--- config.mk ---
export PLATFORM = sky130hd
export DESIGN_NAME = tbl_arb
export DESIGN_NICKNAME = d
export VERILOG_FILES = /design/src/rtl/tbl_arb.sv
export SDC_FILE = /design/constraint.sdc
export NUM_CORES = 1
export LEC_CHECK = 0
export ABC_AREA = 1
export CAP_MARGIN = 10
export CELL_PAD_IN_SITES_DETAIL_PLACEMENT = 0
export CELL_PAD_IN_SITES_GLOBAL_PLACEMENT = 1
export CORE_AREA = 4 4 247 249
export CTS_CLUSTER_SIZE = 8
export DETAILED_ROUTE_END_ITERATION = 8
export DIE_AREA = 0 0 251 253
export GPL_TIMING_DRIVEN = 0
export PLACE_DENSITY = 0.53
export REMOVE_ABC_BUFFERS = 1
export SETUP_SLACK_MARGIN = 0.3
export SYNTH_ARGS = -nofsm -noshare
export SYNTH_HDL_FRONTEND = slang
export SYNTH_SLANG_ARGS = --single-unit
--- constraint.sdc ---
create_clock -name clk -period 3.82 [get_ports clk]
set_input_delay 0.573 -clock clk [delete_from_list [all_inputs] [get_ports clk]]
set_output_delay 0.573 -clock clk [all_outputs]
set_load 0.01 [all_outputs]
--- src/rtl/tbl_arb.sv ---
// tbl_arb: sequencer/arbiter owning the single port of the FP seed/mask table.
// Latency: grant is combinational; response registered one cycle after grant; one load word per cycle.
// Backpressure: requests are held off (rdy=0) outside READY; responses have none; ld_rdy only in LOAD.
//
// Ports: clk/rst (async active-low); req0/req1 lookup channels (vld/rdy, A, xtra, tag);
// rsp0/rsp1 registered results with echoed tag; ld_* load stream; tbl_* table port;
// tbl_ready status; perf_* counters (built only when TBL_ARB_PERF_EN is defined, else tied 0).
module tbl_arb #(
    parameter int NENT = 320,
    parameter int TAGW = 4
) (
    input  logic            clk,
    input  logic            rst,
    input  logic            req0_vld,
    input  logic            req1_vld,
    output logic            req0_rdy,
    output logic            req1_rdy,
    input  logic [67:0]     req0_A,
    input  logic [67:0]     req1_A,
    input  logic [2:0]      req0_xtra,
    input  logic [2:0]      req1_xtra,
    input  logic [TAGW-1:0] req0_tag,
    input  logic [TAGW-1:0] req1_tag,
    output logic            rsp0_vld,
    output logic            rsp1_vld,
    output logic [67:0]     rsp0_data,
    output logic [67:0]     rsp1_data,
    output logic [TAGW-1:0] rsp0_tag,
    output logic [TAGW-1:0] rsp1_tag,
    input  logic            ld_start,
    input  logic            ld_vld,
    output logic            ld_rdy,
    input  logic [67:0]     ld_data,
    input  logic            ld_last,
    output logic [67:0]     tbl_A,
    output logic [67:0]     tbl_B,
    output logic [2:0]      tbl_xtra,
    output logic            tbl_is_read,
    output logic            tbl_is_write,
    input  logic [67:0]     tbl_res,
    output logic            tbl_ready,
    output logic [15:0]     perf_grant0,
    output logic [15:0]     perf_grant1,
    output logic [15:0]     perf_conflict
);

    typedef enum logic [1:0] {ST_EMPTY, ST_LOAD, ST_READY} state_t;

    state_t          r_state;
    state_t          w_state_nxt;
    logic [8:0]      r_addr;
    logic            r_prio1;      // 1: req1 wins the next conflict
    logic            w_grant0;
    logic            w_grant1;
    logic            w_wr;
    logic            w_wr_final;

    logic            r_rsp0_vld, r_rsp1_vld;
    logic [67:0]     r_rsp0_data, r_rsp1_data;
    logic [TAGW-1:0] r_rsp0_tag, r_rsp1_tag;

    assign w_wr       = (r_state == ST_LOAD) && ld_vld;
    assign w_wr_final = w_wr && (ld_last || (r_addr == 9'(NENT - 1)));
    assign w_grant0   = (r_state == ST_READY) && req0_vld && (!req1_vld || !r_prio1);
    assign w_grant1   = (r_state == ST_READY) && req1_vld && (!req0_vld || r_prio1);

    always_ff @(posedge clk or negedge rst) begin
        if (!rst) begin
            r_state <= ST_EMPTY;
        end else begin
            r_state <= w_state_nxt;
        end
    end

    // ld_start always (re)enters LOAD; in READY the same-cycle grant still completes.
    always_comb begin
        w_state_nxt = r_state;
        case (r_state)
            ST_EMPTY: if (ld_start) w_state_nxt = ST_LOAD;
            ST_LOAD: begin
                if (ld_start)        w_state_nxt = ST_LOAD;
                else if (w_wr_final) w_state_nxt = ST_READY;
            end
            ST_READY: if (ld_start) w_state_nxt = ST_LOAD;
            default:  w_state_nxt = ST_EMPTY;
        endcase
    end

    // The write address stops after the final word, so it never wraps past NENT-1.
    always_ff @(posedge clk or negedge rst) begin
        if (!rst) begin
            r_addr  <= '0;
            r_prio1 <= 1'b0;
        end else begin
            if (ld_start)  r_addr <= '0;
            else if (w_wr) r_addr <= r_addr + 9'd1;
            if (w_grant0)      r_prio1 <= 1'b1;
            else if (w_grant1) r_prio1 <= 1'b0;
        end
    end

    always_comb begin
        tbl_A    = '0;
        tbl_B    = '0;
        tbl_xtra = '0;
        if (w_wr) begin
            tbl_A        = ld_data;
            tbl_B[53:45] = r_addr;
        end else if (w_grant0) begin
            tbl_A    = req0_A;
            tbl_xtra = req0_xtra;
        end else if (w_grant1) begin
            tbl_A    = req1_A;
            tbl_xtra = req1_xtra;
        end
    end

    assign tbl_is_write = w_wr;
    assign tbl_is_read  = w_grant0 | w_grant1;
    assign req0_rdy     = w_grant0;
    assign req1_rdy     = w_grant1;
    assign ld_rdy       = (r_state == ST_LOAD);
    assign tbl_ready    = (r_state == ST_READY);

    always_ff @(posedge clk or negedge rst) begin
        if (!rst) begin
            r_rsp0_vld  <= 1'b0;
            r_rsp1_vld  <= 1'b0;
            r_rsp0_data <= '0;
            r_rsp1_data <= '0;
            r_rsp0_tag  <= '0;
            r_rsp1_tag  <= '0;
        end else begin
            r_rsp0_vld <= w_grant0;
            r_rsp1_vld <= w_grant1;
            if (w_grant0) begin
                r_rsp0_data <= tbl_res;
                r_rsp0_tag  <= req0_tag;
            end
            if (w_grant1) begin
                r_rsp1_data <= tbl_res;
                r_rsp1_tag  <= req1_tag;
            end
        end
    end

    assign rsp0_vld  = r_rsp0_vld;
    assign rsp1_vld  = r_rsp1_vld;
    assign rsp0_data = r_rsp0_data;
    assign rsp1_data = r_rsp1_data;
    assign rsp0_tag  = r_rsp0_tag;
    assign rsp1_tag  = r_rsp1_tag;

`ifdef TBL_ARB_PERF_EN
    logic [15:0] r_pg0, r_pg1, r_pcf;

    function automatic logic [15:0] sat_inc(input logic [15:0] v);
        return (v == 16'hFFFF) ? v : v + 16'd1;
    endfunction

    // ld_start clears even if a grant lands in the same cycle.
    always_ff @(posedge clk or negedge rst) begin
        if (!rst) begin
            r_pg0 <= '0;
            r_pg1 <= '0;
            r_pcf <= '0;
        end else if (ld_start) begin
            r_pg0 <= '0;
            r_pg1 <= '0;
            r_pcf <= '0;
        end else begin
            if (w_grant0) r_pg0 <= sat_inc(r_pg0);
            if (w_grant1) r_pg1 <= sat_inc(r_pg1);
            if ((r_state == ST_READY) && req0_vld && req1_vld) r_pcf <= sat_inc(r_pcf);
        end
    end

    assign perf_grant0   = r_pg0;
    assign perf_grant1   = r_pg1;
    assign perf_conflict = r_pcf;
`else
    assign perf_grant0   = '0;
    assign perf_grant1   = '0;
    assign perf_conflict = '0;
`endif

endmodule

==> metrics.md, run 1 <==
| Metric | Value |
|---|---|
| Vias per inst | 3.60 |
| Critical path type | primary input to output port |
| Cell area after technology mapping | 8200 um2 |
| DR WL/cell | 18.3 um |
| Largest clock skew in the final design | 0.00932 ns |
| Die Wd | 251 um |
| Critical Path End Type | output port |
| Core region area | 58700 um2 |
| Syn Inst Count | 1095 |
| Fin Setup TNS | 0 ns |
| Initial core utilization | 14.0% |
| Routed Wire Length | 43900 um |
| Flops & latches, synth | 158 |
| Global route overflow | 0 |
| Boundary pin count | 632 |
| Peak Freq | 0.294 GHz |
| Routability cong. | 0.797 |
| Unrepaired setup endpoints after global routing | yes |
| Number of global-route vias before repair | 8808 |
| Number of DRC violations after detailed-routing iteration 0 | 318 |
| GRT Resource Usage Total | 13.1% |
| Clock buffers created by TritonCTS | 17 |
| Number of max-slew violations in the final report | 0 |
| Sequential fraction of the synthesis area | 48.2% |
| Min-Delay Path Class | primary input to async pin |
| Worst slew slack as a fraction of its limit | 49.5% |
| Port-buffer cells | 524 |
| DIE AREA | 63500 um2 |
| Worst IR drop on VDD | 0.317 mV |
| Element type at the critical path start | primary input |
| Final setup violating endpoints | 0 |
| Clock transition at path regs | 0.06 ns |
| Vias after detailed routing | 8629 |
| Post-cts hold buffer count | 0 |
| Post-route minimum period | 3.40 ns |
| Number of remaining DRC errors | 0 |
| Initial antenna violation count | 10 |
| Critical path data arrival time | 2.82 ns |
| Maximum net fanout on the critical path | 54 |
| Max clock buf depth | 2 |
| Die H | 253 um |
| CP Data Required Time | 3.25 ns |
| Final hold violation count | 0 |
| Power per cell area | 577 nW/um2 |
| Number of distinct library cells after synthesis | 22 |
| Antenna-violating nets left | 0 |
| Floorplan row count | 89 |
| Area Growth Syn to Fin | 82.0% |
| Share of the clock period used by the worst path | 88.9% |
| Latest clock arrival within the worst-skew pair | 0.44 ns |
| CTS H-Tree Depth | 4 |
| Root cell of the clock tree | sky130_fd_sc_hd__clkbuf_16 |
| Hpwl dp | 34200 um |
| Fraction of final layout cells with drive strength greater than 1 | 3.89% |
| Largest net degree at the start of global routing | 82 |
| # clock sinks | 158 |
| Run status | finished clean |
| Layout Nets | 1901 |
| Transition time at the pin with the least slew margin | 0.756 ns |
| Wire length of the first global-routing pass | 61400 um |
| FILL cells | 6468 |
| Mean Syn Cell Area | 7.49 um2 |
| Count of warnings emitted by yosys | 0 |
| Max cap viols | 0 |
| Leakage power summed over all cells | 6.86 nW |
| Total instance count after detailed placement | 2346 |
| Final cell count without fillers | 2396 |
| Clock tree from TritonCTS | yes |
| DR pass1 iterations | 5 |
state kept, by name, summed over array words and instances (netlist names):
signal / cells
rsp0_vld: 1
rsp1_tag: 4
r_prio1: 1
r_addr: 9
rsp0_data: 68
r_state: 2
rsp1_vld: 1
rsp0_tag: 4
rsp1_data: 68
path summary, 6_finish.rpt:
| kind | from | end | slack [ns] | cells after the start |
|---|---|---|---|---|
| max in group asynchronous | rst | r_addr[7]$_DFFE_PN0P_ | 2.81 | 2 |
| setup / recovery | req0_vld | tbl_is_read | 0.42 | 11 |
| setup reg to reg | r_state[1]$_DFFE_PN0P_ | rsp0_data[23]$_DFFE_PN0P_ | 1.63 | 10 |
| min in group clk | rsp0_tag[0]$_DFFE_PN0P_ | rsp0_tag[0]$_DFFE_PN0P_ | 0.47 | 2 |
| hold reg to reg | rsp0_tag[0]$_DFFE_PN0P_ | rsp0_tag[0]$_DFFE_PN0P_ | 0.47 | 2 |
| hold / removal | rst | rsp0_data[4]$_DFFE_PN0P_ | 0.14 | 1 |
routing by layer:
metal | part of all wire [%] | track usage, %
met1 | 38 | 14.2
met2 | 51 | 23.5
met3 | 8.7 | 5.20
met4 | 2.4 | 4.26
met5 | 0.098 | 0
report_power, final:
part | switching (mW) | internal (mW) | total, mW
Combinational | 1.88 | 2.16 | 4.04
Sequential | 0.383 | 2.36 | 2.74
Clock | 0.717 | 1.12 | 1.83
Total | 2.98 | 5.63 | 8.62
worst max-delay path, cell delays in order:
cell and delay (ns):
sky130_fd_sc_hd__clkdlybuf4s50_1 0.51, sky130_fd_sc_hd__nand2_4 0.09, sky130_fd_sc_hd__nor3_4 0.16, sky130_fd_sc_hd__buf_8 0.16, sky130_fd_sc_hd__buf_16 0.14, sky130_fd_sc_hd__buf_16 0.14, sky130_fd_sc_hd__buf_16 0.14, sky130_fd_sc_hd__inv_12 0.09
sky130_fd_sc_hd__buf_16 0.18, sky130_fd_sc_hd__nand2_1 0.06, sky130_fd_sc_hd__clkdlybuf4s50_1 0.53
logic make-up (layout without fill, tap and decap cells):
family,after synthesis,count (layout),synth area share (%)
AOI/OAI and AO/OA,85,85,5.20
xor gates and xnor gates,1,1,0.107
adders and majority gates,1,1,0.152
buffers and inverters,221,638,16.1
DFF,158,158,48.2
other,1,110,0.0457
and+or+nand+nor,628,630,30.2
cell usage after synthesis:
cell / count / area, um2
sky130_fd_sc_hd__a21oi_1: 4 / 20.0
sky130_fd_sc_hd__a31oi_1: 1 / 6.26
sky130_fd_sc_hd__buf_2: 32 / 160
sky130_fd_sc_hd__buf_4: 113 / 848
sky130_fd_sc_hd__buf_6: 3 / 33.8
sky130_fd_sc_hd__clkbuf_1: 14 / 52.6
sky130_fd_sc_hd__clkbuf_2: 1 / 5.00
sky130_fd_sc_hd__conb_1: 1 / 3.75
sky130_fd_sc_hd__dfrtp_1: 158 / 3950
sky130_fd_sc_hd__ha_1: 1 / 12.5
sky130_fd_sc_hd__inv_1: 56 / 210
sky130_fd_sc_hd__inv_2: 2 / 7.51
sky130_fd_sc_hd__nand2_1: 522 / 1960
sky130_fd_sc_hd__nand3_1: 78 / 390
sky130_fd_sc_hd__nand3_2: 1 / 10.0
sky130_fd_sc_hd__nand4_1: 2 / 12.5
sky130_fd_sc_hd__nor2_1: 22 / 82.6
sky130_fd_sc_hd__nor3_1: 2 / 10.0
sky130_fd_sc_hd__nor3_4: 1 / 16.3
sky130_fd_sc_hd__o21ai_0: 43 / 215
sky130_fd_sc_hd__o21ai_1: 37 / 185
sky130_fd_sc_hd__xor2_1: 1 / 8.76
metrics by stage:
step	util [%]	hold WS [ns]	area, um2	total power [mW]	setup WS, ns
floorplan	-	0.277	7500	4.09	-0.948
global placement	23.4	0.453	13700	6.77	-6.08
detailed placement	23.8	0.458	14000	6.82	-0.867
CTS	25.3	0.125	14900	8.81	0.299
global route	25.4	0.165	14900	9.19	0.277
finish	25.4	0.145	14900	8.62	0.423
cells in the final DEF (no fill, tap or decap), types with 2 or more instances in the layout:
cell type | synthesis | final
sky130_fd_sc_hd__clkbuf_1 | 14 | 5
sky130_fd_sc_hd__clkbuf_16 | 0 | 18
sky130_fd_sc_hd__bufinv_16 | 0 | 4
sky130_fd_sc_hd__nand2_1 | 522 | 521
sky130_fd_sc_hd__nand3_1 | 78 | 77
sky130_fd_sc_hd__buf_8 | 0 | 3
sky130_fd_sc_hd__nand4_1 | 2 | 2
sky130_fd_sc_hd__nand3_2 | 1 | 2
sky130_fd_sc_hd__buf_4 | 113 | 8
sky130_fd_sc_hd__nand3_4 | 0 | 2
sky130_fd_sc_hd__dlymetal6s2s_1 | 0 | 4
sky130_fd_sc_hd__bufbuf_16 | 0 | 4
sky130_fd_sc_hd__diode_2 | 0 | 3
sky130_fd_sc_hd__dfrtp_1 | 158 | 158
sky130_fd_sc_hd__buf_16 | 0 | 8
sky130_fd_sc_hd__o21ai_1 | 37 | 37
sky130_fd_sc_hd__inv_6 | 0 | 2
sky130_fd_sc_hd__nor2_1 | 22 | 21
sky130_fd_sc_hd__clkinvlp_4 | 0 | 2
sky130_fd_sc_hd__o21ai_0 | 43 | 43
sky130_fd_sc_hd__clkdlybuf4s50_1 | 0 | 516
sky130_fd_sc_hd__dlygate4sd2_1 | 0 | 2
sky130_fd_sc_hd__inv_1 | 56 | 55
sky130_fd_sc_hd__conb_1 | 1 | 107
sky130_fd_sc_hd__a21oi_1 | 4 | 4
sky130_fd_sc_hd__nor3_1 | 2 | 2
area by class of cell:
class	instances	area, um2	share of cell area [%]
Clock inverter	9	158	1.06
Inverter	58	254	1.70
Tap cell	773	967	6.48
Antenna cell	3	7.51	0.0503
Multi-Input combinational cell	824	3390	22.7
Clock buffer	23	458	3.07
Sequential cell	158	3950	26.5
Timing Repair Buffer	548	5740	38.5
timing repair:
| item | in CTS | in global routing |
|---|---|---|
| gates cloned | 6 | 1 |
| pin swaps | 4 | 2 |
| setup buffers | 7 | 1 |
| setup endpoints to repair | 73 | 9 |
| hold endpoints to repair | 0 | 0 |
| gates resized for setup | 22 | 5 |
No activity file was read; power rests on OpenSTA's default activity.
==> run 2: changes to the inputs <==
--- a/config.mk
+++ b/config.mk
@@ -14,5 +14,4 @@
 export DETAILED_ROUTE_END_ITERATION = 8
 export DIE_AREA = 0 0 251 253
-export GPL_TIMING_DRIVEN = 0
 export PLACE_DENSITY = 0.53
 export REMOVE_ABC_BUFFERS = 1
==> constraint.sdc (replaced) <==
create_clock -name clk -period 3.82 [get_ports clk]
set_input_delay 0.764 -clock clk [delete_from_list [all_inputs] [get_ports clk]]
set_output_delay 0.764 -clock clk [all_outputs]
set_load 0.01 [all_outputs]
==> run 2 against run 1 <==
Via count rose by 0.68%. Wire length is 1.2% higher. First-iteration DRC count increased by 11%. Non-clock buffer count increased by 4. Hold slack better by 0.18 ns. Critical path type unchanged. Largest power group unchanged.
==> metrics.md, run 2 (synthesized netlist as in run 1, its figures left out) <==
| Metric | Value |
|---|---|
| FILL cells | 6471 (+0.046%) |
| Clock transition at path regs | 0.07 ns (about the same) |
| Layout Nets | 1903 (+0.11%) |
| Number of max-slew violations in the final report | 0 (unchanged) |
| Initial antenna violation count | 18 (+8) |
| Final setup violating endpoints | 0 (unchanged) |
| Most common cell after layout, fill and taps aside | sky130_fd_sc_hd__nand2_1 |
| Clock tree from TritonCTS | yes |
| Max cap viols | 0 (unchanged) |
| DIE AREA | 63500 um2 (unchanged) |
| Initial core utilization | 14.0% (unchanged) |
| Comb power frac | 45.9% (-1.0 points) |
| Critical path type | primary input to output port |
| Number of global-route vias before repair | 8913 (+1.2%) |
| Hold Slack | 0.322 ns (+0.178 ns) |
| Critical Path End Type | output port |
| Crit path launch | req1_vld |
| Transition time at the pin with the least slew margin | 0.959 ns (+0.203 ns) |
| Leakage power summed over all cells | 7.43 nW (+8.4%) |
| Reported net switching power | 3.05 mW (+2.4%) |
| Worst reg2reg path startpoint | r_state[1]$_DFFE_PN0P_ |
| Routability cong. | 0.868 (+8.8%) |
| CP Data Required Time | 3.06 ns (-0.19 ns) |
| Net switching fraction of the power | 35.3% (+0.71 points) |
| Run status | finished clean |
| Internal cell power | 5.59 mW (-0.79%) |
| Global route overflow | 0 (unchanged) |
| Latest clock arrival within the worst-skew pair | 0.44 ns (about the same) |
| Final hold violation count | 0 (unchanged) |
| Clock buffers created by TritonCTS | 17 (unchanged) |
| GRT Resource Usage Total | 13.3% (+0.20 points) |
| Worst IR drop on VDD | 0.319 mV (+0.51%) |
| Fin util | 25.4% (-0.053 points) |
| Core region area | 58700 um2 (unchanged) |
| Post-cts hold buffer count | 0 (unchanged) |
| Share of the clock period used by the worst path | 91.5% (+2.5 points) |
| Vias per inst | 3.63 (+0.68%) |
| Routed Wire Length | 44400 um (+1.2%) |
| Critical path data arrival time | 2.73 ns (-0.09 ns) |
| Power per cell area | 580 nW/um2 (+0.52%) |
| Largest clock skew in the final design | 0.0188 ns (+0.00953 ns) |
| # clock sinks | 158 (unchanged) |
| Antenna-violating nets left | 0 (unchanged) |
| Clock power share | 22.4% (+1.1 points) |
| Min-Delay Path Class | primary input to async pin |
| DR pass1 iterations | 4 (-1) |
| Number of remaining DRC errors | 0 (unchanged) |
| Floorplan row count | 89 (unchanged) |
| Post-route minimum period | 3.49 ns (+0.0964 ns) |
| Fraction of power consumed by sequential logic | 31.7% (-0.2 points) |
| Die Wd | 251 um (unchanged) |
| Maximum net fanout on the critical path | 11 (-80%) |
| Boundary pin count | 632 (unchanged) |
| Worst setup margin | 0.326 ns (-0.0964 ns) |
| Max clock buf depth | 2 (unchanged) |
| Root cell of the clock tree | sky130_fd_sc_hd__clkbuf_16 |
| Port-buffer cells | 524 (unchanged) |
| Vias after detailed routing | 8688 (+0.68%) |
| Die H | 253 um (unchanged) |
| Hpwl dp | 35600 um (+4.0%) |
| Area Growth Syn to Fin | 81.6% |
| Leading cell types in the layout, fill and taps excluded | 521 x sky130_fd_sc_hd__nand2_1, 459 x sky130_fd_sc_hd__clkdlybuf4s50_1, 158 x sky130_fd_sc_hd__dfrtp_1 |
| Worst slew slack as a fraction of its limit | 36.1% (-13 points) |
| Peak Freq | 0.286 GHz (-2.8%) |
| Number of DRC violations after detailed-routing iteration 0 | 352 (+11%) |
| Wire length of the first global-routing pass | 62300 um (+1.4%) |
| CTS H-Tree Depth | 4 (unchanged) |
| Largest net degree at the start of global routing | 85 (+3.7%) |
| Fraction of final layout cells with drive strength greater than 1 | 5.24% (+1.4 points) |
| DR WL/cell | 18.6 um (+1.2%) |
| Element type at the critical path start | primary input |
| Setup Slack @ Placement | 0.0894 ns (+0.956 ns) |
| Unrepaired setup endpoints after global routing | yes |
run 2: cell count changes in the layout (fill, tap and decap cells not counted), moves of 4 or more:
cell and delta:
sky130_fd_sc_hd__clkdlybuf4s50_1 -57, sky130_fd_sc_hd__dlymetal6s2s_1 +35, sky130_fd_sc_hd__buf_4 +13, sky130_fd_sc_hd__buf_12 +12, sky130_fd_sc_hd__buf_16 -7, sky130_fd_sc_hd__clkbuf_2 +6
sky130_fd_sc_hd__clkbuf_1 -5, sky130_fd_sc_hd__dlygate4sd2_1 +4
run 2: critical path, stage by stage:
cell,delay (ns)
sky130_fd_sc_hd__clkdlybuf4s50_1,0.43
sky130_fd_sc_hd__nand2_1,0.08
sky130_fd_sc_hd__nand2_2,0.10
sky130_fd_sc_hd__nor3_4,0.16
sky130_fd_sc_hd__buf_12,0.15
sky130_fd_sc_hd__buf_16,0.15
sky130_fd_sc_hd__buf_12,0.14
sky130_fd_sc_hd__nand2_1,0.10
sky130_fd_sc_hd__nand3_1,0.09
sky130_fd_sc_hd__clkdlybuf4s50_1,0.54
run 2: layer usage:
metal / vias up / wire [um] / share of wire, % / GRT usage (%)
li1: 4215 / - / - / -
met1: 4006 / 16700 / 38 / 14.5
met2: 382 / 22600 / 51 / 23.9
met3: 65 / 3800 / 8.5 / 5.13
met4: 20 / 1210 / 2.7 / 4.17
met5: - / 126 / 0.28 / 0
run 2: metrics by stage:
stage                     cells  setup TNS, ns  area (um2)  power [mW]
final                      2396              0       14900        8.64
after floorplan            1038         -85.08        7500        4.09
after global routing       2396              0       14900        9.23
after global placement     2359              0       14000        6.81
after CTS                  2395              0       14800        8.88
after detailed placement   2359              0       14000        6.85
run 2: power by group through the flow:
stage	Combinational (mW)	Sequential (mW)	Clock, mW
2_1_floorplan	1.03	3.06	0
3_3_place_gp	4.05	2.76	0
3_5_place_dp	4.07	2.78	0
4_1_cts	4.09	2.75	2.04
5_1_grt	4.30	2.83	2.10
6_report	3.96	2.74	1.94
run 2: final timing paths:
path                                              to  slack [ns]  cells after the start
max reg2reg                rsp0_data[21]$_DFFE_PN0P_        1.13                      9
max                                        tbl_A[54]        0.33                     10
min                        rsp0_data[18]$_DFFE_PN0P_        0.32                      1
max in group asynchronous  rsp0_data[32]$_DFFE_PN0P_        2.56                      2
min in group clk           rsp0_data[54]$_DFFE_PN0P_        0.47                      2
min reg2reg                rsp0_data[54]$_DFFE_PN0P_        0.47                      2
run 2: timing repair:
| action | in CTS | in global routing |
|---|---|---|
| gates cloned | 3 | 0 |
| endpoints found under the setup margin | 61 | 52 |
| gates resized for setup | 20 | 54 |
| setup buffers | 1 | 0 |
run 2: area by class of cell:
class | instances | area, um2 | share of cell area (%)
Clock inverter | 15 | 221 | 1.49
Multi-Input combinational cell | 822 | 3340 | 22.4
Timing Repair Buffer | 552 | 5750 | 38.6
Inverter | 58 | 233 | 1.56
Tap cell | 773 | 967 | 6.49
Clock buffer | 17 | 425 | 2.86
Sequential cell | 158 | 3950 | 26.5
Antenna cell | 1 | 2.50 | 0.0168
==> run 3: changes to the inputs <==
- TNS_END_PERCENT: not set -> 50
==> run 3 against run 2 <==
Critical path depth unchanged. Cell count unchanged. First-iteration DRC count down 7.7%. Sequential share of layout area up 0.054 points. Worst setup slack about the same. Clock power about the same. Combinational power about the same. Clock skew about the same. Core utilization down 0.051 points. Fmax about the same. Critical endpoint unchanged. Largest power group unchanged.
==> metrics.md, run 3 (synthesized netlist as in run 1, its figures left out) <==
| Metric | Value |
|---|---|
| Fraction of final layout cells with drive strength greater than 1 | 5.06% (-0.18 points) |
| Critical path type | primary input to output port |
| CP Buf/Inv Count | 5 (unchanged) |
| # clock sinks | 158 (unchanged) |
| Largest stage delay on the critical path | 0.54 ns (about the same) |
| Element type at the critical path start | primary input |
| Largest net degree at the start of global routing | 85 (unchanged) |
| Max clock buf depth | 2 (unchanged) |
| Core region area | 58700 um2 (unchanged) |
| Max cap viols | 0 (unchanged) |
| Peak Freq | 0.286 GHz (about the same) |
| Largest clock skew in the final design | 0.0189 ns (+0.0000169 ns) |
| Routed Wire Length | 44400 um (about the same) |
| Layout Nets | 1903 (unchanged) |
| Critical Path End Type | output port |
| Routability cong. | 0.868 (unchanged) |
| Clock transition at path regs | 0.07 ns (about the same) |
| Clock tree from TritonCTS | yes |
| Clock power share | 22.4% (about the same) |
| Die Wd | 251 um (unchanged) |
| Boundary pin count | 632 (unchanged) |
| Initial antenna violation count | 18 (unchanged) |
| Crit-path leading delay family | buffers and inverters |
| Initial core utilization | 14.0% (unchanged) |
| Final hold violation count | 0 (unchanged) |
| Floorplan row count | 89 (unchanged) |
| Transition time at the pin with the least slew margin | 0.951 ns (-0.00826 ns) |
| Maximum net fanout on the critical path | 11 (unchanged) |
| Reported net switching power | 3.05 mW (about the same) |
| Area of combinational cells with multiple inputs | 3340 um2 (unchanged) |
| Fin Setup TNS | 0 ns (unchanged) |
| DIE AREA | 63500 um2 (unchanged) |
| Crit path max-delay cell type | sky130_fd_sc_hd__clkdlybuf4s50_1 |
| Port-buffer cells | 524 (unchanged) |
| Global route overflow | 0 (unchanged) |
| Number of global-route vias before repair | 8913 (unchanged) |
| Post-route minimum period | 3.49 ns (+0.000149 ns) |
| Power per cell area | 582 nW/um2 (+0.41%) |
| Min-Delay Path Class | primary input to async pin |
| Vias after detailed routing | 8677 (-0.13%) |
| Leakage power summed over all cells | 7.17 nW (-3.4%) |
| Leading cell types in the layout, fill and taps excluded | 521 x sky130_fd_sc_hd__nand2_1, 479 x sky130_fd_sc_hd__clkdlybuf4s50_1, 158 x sky130_fd_sc_hd__dfrtp_1 |
| Share of the clock period used by the worst path | 91.5% (about the same) |
| Worst slew slack as a fraction of its limit | 36.6% (+0.55 points) |
| Net switching fraction of the power | 35.3% (-0.055 points) |
| Latest clock arrival within the worst-skew pair | 0.44 ns (about the same) |
| Clock buffers created by TritonCTS | 17 (unchanged) |
| Run status | finished clean |
| Internal cell power | 5.61 mW (+0.29%) |
| Wire length of the first global-routing pass | 62300 um (unchanged) |
| DR WL/cell | 18.5 um (about the same) |
| DR pass1 iterations | 4 (unchanged) |
| Die H | 253 um (unchanged) |
| Comb power frac | 46.0% (about the same) |
| Vias per inst | 3.62 (-0.13%) |
| Worst IR drop on VDD | 0.319 mV (about the same) |
| Number of remaining DRC errors | 0 (unchanged) |
| Antenna-violating nets left | 0 (unchanged) |
| Number of max-slew violations in the final report | 0 (unchanged) |
| Fraction of power consumed by sequential logic | 31.7% (about the same) |
| GRT Resource Usage Total | 13.3% (unchanged) |
| CP Data Required Time | 3.06 ns (about the same) |
| Total power of the final layout | 8.66 mW (+0.21%) |
| Root cell of the clock tree | sky130_fd_sc_hd__clkbuf_16 |
| Critical path data arrival time | 2.73 ns (about the same) |
| Final setup violating endpoints | 0 (unchanged) |
| Total area of sequential cells | 3950 um2 (unchanged) |
| Most common cell after layout, fill and taps aside | sky130_fd_sc_hd__nand2_1 |
| CTS H-Tree Depth | 4 (unchanged) |
| Unrepaired setup endpoints after global routing | yes |
| Area Growth Syn to Fin | 81.2% |
| Cells along the critical path | clkdlybuf4s50_1, nand2_1, nand2_2, nor3_4, buf_12, buf_16, buf_12, nand2_1, nand3_1, clkdlybuf4s50_1 |
| Number of DRC violations after detailed-routing iteration 0 | 325 (-7.7%) |
| Hpwl dp | 35600 um (unchanged) |
| FILL cells | 6465 (-0.093%) |
[run 3: changes by cell type in the layout (fill, tap and decap cells not counted), sizes merged]
cell,delta
clkdlybuf4s50,+20
dlymetal6s2s,-16
clkdlybuf4s15,-2
clkbuf,-3
dlygate4sd2,+1
[run 3: layout make-up]
class	count	area share, %
Inverter	58	1.57
Tap cell	773	6.51
Sequential cell	158	26.6
Antenna cell	1	0.0168
Multi-Input combinational cell	822	22.5
Clock inverter	15	1.49
Timing Repair Buffer	552	38.5
Clock buffer	17	2.86
[run 3: what timing repair did]
action / CTS / global route
cloned: 3 / 0
endpoints found under the hold margin: 0 / 0
hold buffers: 0 / 0
setup endpoints to repair: 61 / 56
resized for setup: 16 / 29
buffers inserted: 1 / 0
[run 3: routing by layer]
metal	part of all wire [%]	global-route usage [%]	vias up
met3	8.5	5.13	67
met4	2.8	4.17	20
met1	38	14.5	3995
li1	-	-	4212
met5	0.28	0	-
met2	51	23.9	383
[run 3: power groups by stage]
stage | Clock, mW | Combinational [mW] | Sequential [mW]
after floorplan | 0 | 1.03 | 3.06
after global placement | 0 | 4.05 | 2.76
after detailed placement | 0 | 4.07 | 2.78
after CTS | 2.04 | 4.10 | 2.75
after global routing | 2.10 | 4.31 | 2.83
final | 1.94 | 3.98 | 2.74
[run 3: final timing paths]
| kind | start | end | slack [ns] | cells past startpoint |
|---|---|---|---|---|
| setup / recovery | req1_vld | tbl_A[54] | 0.33 | 10 |
| hold reg to reg | rsp0_data[54]$_DFFE_PN0P_ | rsp0_data[54]$_DFFE_PN0P_ | 0.47 | 2 |
| max in group asynchronous | rst | rsp0_data[32]$_DFFE_PN0P_ | 2.56 | 2 |
| min in group clk | rsp0_data[54]$_DFFE_PN0P_ | rsp0_data[54]$_DFFE_PN0P_ | 0.47 | 2 |
| setup reg to reg | r_state[1]$_DFFE_PN0P_ | rsp0_data[21]$_DFFE_PN0P_ | 1.13 | 9 |
| hold / removal | rst | rsp0_data[18]$_DFFE_PN0P_ | 0.32 | 1 |
[run 3: metrics by stage]
step | area [um2] | util [%] | std cells | setup slack, ns | hold slack (ns)
after floorplan | 7500 | - | 1038 | -1.33 | 0.450
after global placement | 14000 | 23.9 | 2359 | 0.106 | 0.452
after detailed placement | 14000 | 23.9 | 2359 | 0.0894 | 0.458
after CTS | 14800 | 25.3 | 2395 | 0.284 | 0.373
after global routing | 14900 | 25.3 | 2396 | 0.228 | 0.383
final | 14900 | 25.3 | 2396 | 0.326 | 0.323
